**config.mk**
```make
export PLATFORM = sky130hd
export DESIGN_NAME = pattern_scheduler
export DESIGN_NICKNAME = d
export VERILOG_FILES = /design/src/rtl/pattern_scheduler.sv
export SDC_FILE = /design/constraint.sdc
export NUM_CORES = 1
export LEC_CHECK = 0
export BUFFER_PORTS_ARGS = -buffer_cell sky130_fd_sc_hd__buf_2
export CORE_ASPECT_RATIO = 1.75
export CORE_MARGIN = 5
export CORE_UTILIZATION = 47
export DETAILED_ROUTE_END_ITERATION = 16
export GPL_TIMING_DRIVEN = 1
export PLACE_DENSITY = 0.8
export RECOVER_POWER = 50
export REMOVE_ABC_BUFFERS = 1
export SETUP_SLACK_MARGIN = 0.5
export SKIP_CTS_REPAIR_TIMING = 1
export SLEW_MARGIN = 30
export SYNTH_ARGS = -nofsm -noshare
export SYNTH_HDL_FRONTEND = slang
export SYNTH_SLANG_ARGS = --single-unit
```
**constraint.sdc**
```tcl
create_clock -name clk_pix -period 1.8 [get_ports clk_pix]
set_clock_uncertainty 0.2 [all_clocks]
set_input_delay 0.36 -clock clk_pix [delete_from_list [all_inputs] [get_ports clk_pix]]
set_output_delay 0.36 -clock clk_pix [all_outputs]
set_load 0.1 [all_outputs]
```
**src/rtl/pattern_scheduler.sv**
```systemverilog
// Frame-synchronous test-pattern scheduler: picks the pattern index for the pixel
// pipeline, changing it only at end of frame, from auto dwell or manual requests.
module pattern_scheduler #(
  parameter int NUM_PATTERNS = 4,
  parameter int DWELL_FRAMES = 120,
  parameter int H_TOTAL      = 2200,
  parameter int V_TOTAL      = 1125
) (
  input  logic        clk_pix,
  input  logic        rst_pix,
  input  logic [12:0] h,
  input  logic [12:0] v,
  input  logic        auto_en,
  input  logic        next_req,
  input  logic        sel_req,
  input  logic [3:0]  sel_idx,
  output logic [3:0]  pattern_sel,
  output logic        pattern_changed,
  output logic        pending,
  output logic [15:0] frame_cnt,
  output logic        state_dbg
);

  localparam int DW = $clog2(DWELL_FRAMES + 1);

  typedef enum logic {ST_MANUAL = 1'b0, ST_AUTO = 1'b1} state_t;

  state_t         state_q, state_d;
  logic [3:0]     pattern_sel_q, pattern_sel_d;
  logic           changed_q, changed_d;
  logic [15:0]    frame_cnt_q, frame_cnt_d;
  logic [DW-1:0]  dwell_q, dwell_d;
  logic           pend_next_q, pend_next_d;
  logic           pend_sel_q, pend_sel_d;
  logic [3:0]     pend_idx_q, pend_idx_d;

  logic           eof;
  logic           sel_ok;
  logic           auto_hit;
  logic [3:0]     adv_pat;

  assign eof = (h == 13'(H_TOTAL - 1)) && (v == 13'(V_TOTAL - 1));

  always_comb begin
    sel_ok   = sel_req && ({1'b0, sel_idx} < 5'(NUM_PATTERNS));
    auto_hit = (state_q == ST_AUTO) && (dwell_q == DW'(DWELL_FRAMES - 1));
    adv_pat  = (pattern_sel_q == 4'(NUM_PATTERNS - 1)) ? 4'd0 : pattern_sel_q + 4'd1;

    state_d       = auto_en ? ST_AUTO : ST_MANUAL;
    pattern_sel_d = pattern_sel_q;
    changed_d     = 1'b0;
    frame_cnt_d   = frame_cnt_q;
    dwell_d       = dwell_q;
    // Requests in the eof cycle itself fold into the flags used at this boundary.
    pend_next_d   = pend_next_q | next_req;
    pend_sel_d    = pend_sel_q | sel_ok;
    pend_idx_d    = sel_ok ? sel_idx : pend_idx_q;

    if (eof) begin
      frame_cnt_d = frame_cnt_q + 16'd1;
      if (pend_sel_d) begin
        pattern_sel_d = pend_idx_d;
        changed_d     = 1'b1;
      end else if (pend_next_d || auto_hit) begin
        pattern_sel_d = adv_pat;
        changed_d     = 1'b1;
      end
      dwell_d     = changed_d ? '0 : dwell_q + DW'(1);
      pend_next_d = 1'b0;
      pend_sel_d  = 1'b0;
    end

    // MANUAL holds the dwell at zero, which also clears it on entry to AUTO.
    if (state_q != ST_AUTO) begin
      dwell_d = '0;
    end
  end

  always_ff @(posedge clk_pix) begin
    if (rst_pix) begin
      state_q       <= auto_en ? ST_AUTO : ST_MANUAL;
      pattern_sel_q <= 4'd0;
      changed_q     <= 1'b0;
      frame_cnt_q   <= 16'd0;
      dwell_q       <= '0;
      pend_next_q   <= 1'b0;
      pend_sel_q    <= 1'b0;
      pend_idx_q    <= 4'd0;
    end else begin
      state_q       <= state_d;
      pattern_sel_q <= pattern_sel_d;
      changed_q     <= changed_d;
      frame_cnt_q   <= frame_cnt_d;
      dwell_q       <= dwell_d;
      pend_next_q   <= pend_next_d;
      pend_sel_q    <= pend_sel_d;
      pend_idx_q    <= pend_idx_d;
    end
  end

  assign pattern_sel     = pattern_sel_q;
  assign pattern_changed = changed_q;
  assign pending         = pend_next_q | pend_sel_q;
  assign frame_cnt       = frame_cnt_q;
  assign state_dbg       = state_q;

endmodule
```
==> impl_metrics.yaml <==
clock_network:
  clock_latency_ps: 300
  cts.clk_slew.worst_paths_ps: 70
  cts_sinks: 35
  h-tree-depth: 2
  cts_root_buf: "clkbuf_8"
  clock_path_buffers: 2
  numCtsBuffers: 5
  cts_tree: "built"
layout:
  final_common_cell: "buf_2"
  diodes: 0
  design_area_um2: 3640
  nNetsFinal: 355
  regArea_um2: 758
  area_growth_pct: 80.5
  multi_input_area_um2: 1660
  drive_above_1_share_pct: 64.8
  layout_common_cells: "37 x buf_2, 26 x buf_6, 23 x buf_4"
  n_fill_cell: 168
yosys:
  postSynthAreaPerCell_um2: 9.34
  ys_seq_area_share_pct: 34.7
  synth_edf_count: 0
  synth_area_um2: 2020
  synth_seq_cells: 35
  synth_cells: 216
  synth_flop_cell: "dfxtp_1"
  ys_types: 51
  yosys_warnings: 0
  ys_async_sr_fraction_pct: 0
drt:
  drc: 0
  ant_nets: 0
  routed-via-count: 2444
  vias_per_cell: 6.66
  drt_iter0_markers: 138
  wirelength_mm: 9.18
  wl_per_cell_um: 25.0
  dr.pass1.iters: 4
floorplanning:
  start_util_pct: 48.6
  die_width_um: 59.5
  io_pins: 58
  die-area_um2: 5750
  coreArea_um2: 4150
  rows: 31
  die_h_um: 96.7
placed_design:
  numPortBuffers: 57
  placed_area_um2: 2520
  dp_hpwl_mm: 3.87
  gp_congestion: 0.865
worst_setup_path:
  crit_slowest_cell: "nor4_1"
  rr_worst_depth: 4
  path_cells: "buf_2, nor2b_2, nand4_4, nor4_1, mux2_1"
  cp_max_fo: 7
  rrSetupSlack_ps: -30
  timing.rr.end: "frame_cnt[15]"
  endpoint_kind: "register"
  critPathMaxStageDelay_ps: 390
  crit-reg2reg-launch: "frame_cnt[8]"
  cp-start-kind: "input pin"
  critPathKind: "in -> reg"
  arrival_ps: 1860
  required_ps: 1780
timing:
  hold_viol_final: 0
  timing.final.crit_period_ps: 1890
  setup_viol_count_final: 11
  worst_slack_ps: -87.3
  holdWs_ps: 136
  rsz0062_at_grt: "yes"
  tightest_slew_ps: 547
  slew_viol_final: 0
  fmax_ghz: 0.530
  slew_headroom_pct: 63.7
  min_period_over_period_pct: 105
min_path:
  hp-class: "in -> reg"
  hp-start: "sel_idx[1]"
  hold_depth: 3
  holdPathEnd: "pend_idx_q[1]"
global_routing:
  grt_max_degree: 29
  track_usage_pct: 18.6
  antenna_found_initial: 0
  grt_pass1_wl_mm: 8.67
  first_global_vias: 2028
  overflow: 0
outcome:
  violations: "setup timing"
  outcome: "finished, violations left"
power_and_ir_drop:
  p_per_area_nw_per_um2: 431
  peakVddDrop_mv: 0.505
  p_leak_uw: 0.00147
flow_run:
  cap_violations: 0
worst max path at each step:
stage | startpoint | to | cells past startpoint
6_report | h[11] | frame_cnt[10] | 5
5_1_grt | h[9] | pattern_sel[2] | 6
4_1_cts | dwell_q[0] | pattern_sel[3] | 6
3_5_place_dp | v[7] | frame_cnt[4] | 6
3_3_place_gp | h[6] | frame_cnt[15] | 5
2_1_floorplan | frame_cnt[2] | frame_cnt[15] | 4
where the power goes:
part	switching (µW)	leakage, µW	internal [µW]
Combinational	128	0.00113	99.9
Clock	302	0.0000422	272
Sequential	4.01	0.000299	765
cells in the mapped netlist (4+ instances only):
library cell / instances / area, µm²
dfxtp_1: 35 / 701
nor2_1: 16 / 60.1
nand2_1: 12 / 45.0
nor2b_1: 9 / 56.3
o311ai_1: 9 / 78.8
clkbuf_1: 8 / 30.0
o41ai_1: 8 / 70.1
or2_2: 8 / 50.1
a21oi_1: 7 / 35.0
nand3_1: 7 / 35.0
nand4_1: 6 / 37.5
nor4_1: 6 / 37.5
buf_6: 5 / 56.3
a211oi_1: 4 / 30.0
and4_1: 4 / 35.0
mux2i_1: 4 / 40.0
nor3_1: 4 / 20.0
o211ai_1: 4 / 30.0
or3_1: 4 / 25.0
final cells by class:
type / count / area share [%]
clock buffers: 7 / 2.10
multi-input cells: 163 / 45.7
well taps: 49 / 1.68
repair buffers: 109 / 29.3
flip-flops and latches: 35 / 20.8
inverters: 3 / 0.309
clock inverters: 1 / 0.138
stage by stage:
step	utilization, %	setup WS, ps	setup TNS [ps]	std cells	total power [µW]
final	87.7	-87.3	-428	367	1570
after global routing	87.7	-169	-1000	367	1620
after detailed placement	60.7	-319	-6230	337	968
after floorplan	-	-714	-11230	200	881
after CTS	62.7	-41.4	-104	345	1520
after global placement	60.7	-296	-5180	337	965
sequential cells by signal (all words and copies together) (netlist names):
register and flops:
pattern_changed 1, frame_cnt 16, pend_sel_q 1, pend_next_q 1, pend_idx_q 4, dwell_q 7, pattern_sel 4, state_dbg 1
kinds of logic (layout without fill, tap and decap cells):
family | Yosys count | count (layout) | share of synthesized area [%]
and+or+nand+nor | 101 | 102 | 32.8
AOI/OAI and AO/OA | 47 | 47 | 19.2
DFF | 35 | 35 | 34.7
buffers and inverters | 19 | 120 | 5.71
muxes | 10 | 10 | 5.33
adders and majority gates | 3 | 3 | 1.86
xor gates and xnor gates | 1 | 1 | 0.434
critical path: cells and delay by family:
family / cells / cell delay (ps)
buf+inv: 1 / 90
simple gates: 3 / 1040
mux: 1 / 370
per-layer routing:
layer  vias up  routed length, µm  share of wire [%]  track usage (%)
met1      1199               3070                 33             20.7
met2       159               4970                 54             32.8
met4         0                520                5.7             7.68
li1       1037                  -                  -                -
met3        49                621                6.8             3.60
met5         -                  0                  0                0
Power figures use the tool's default switching activity.
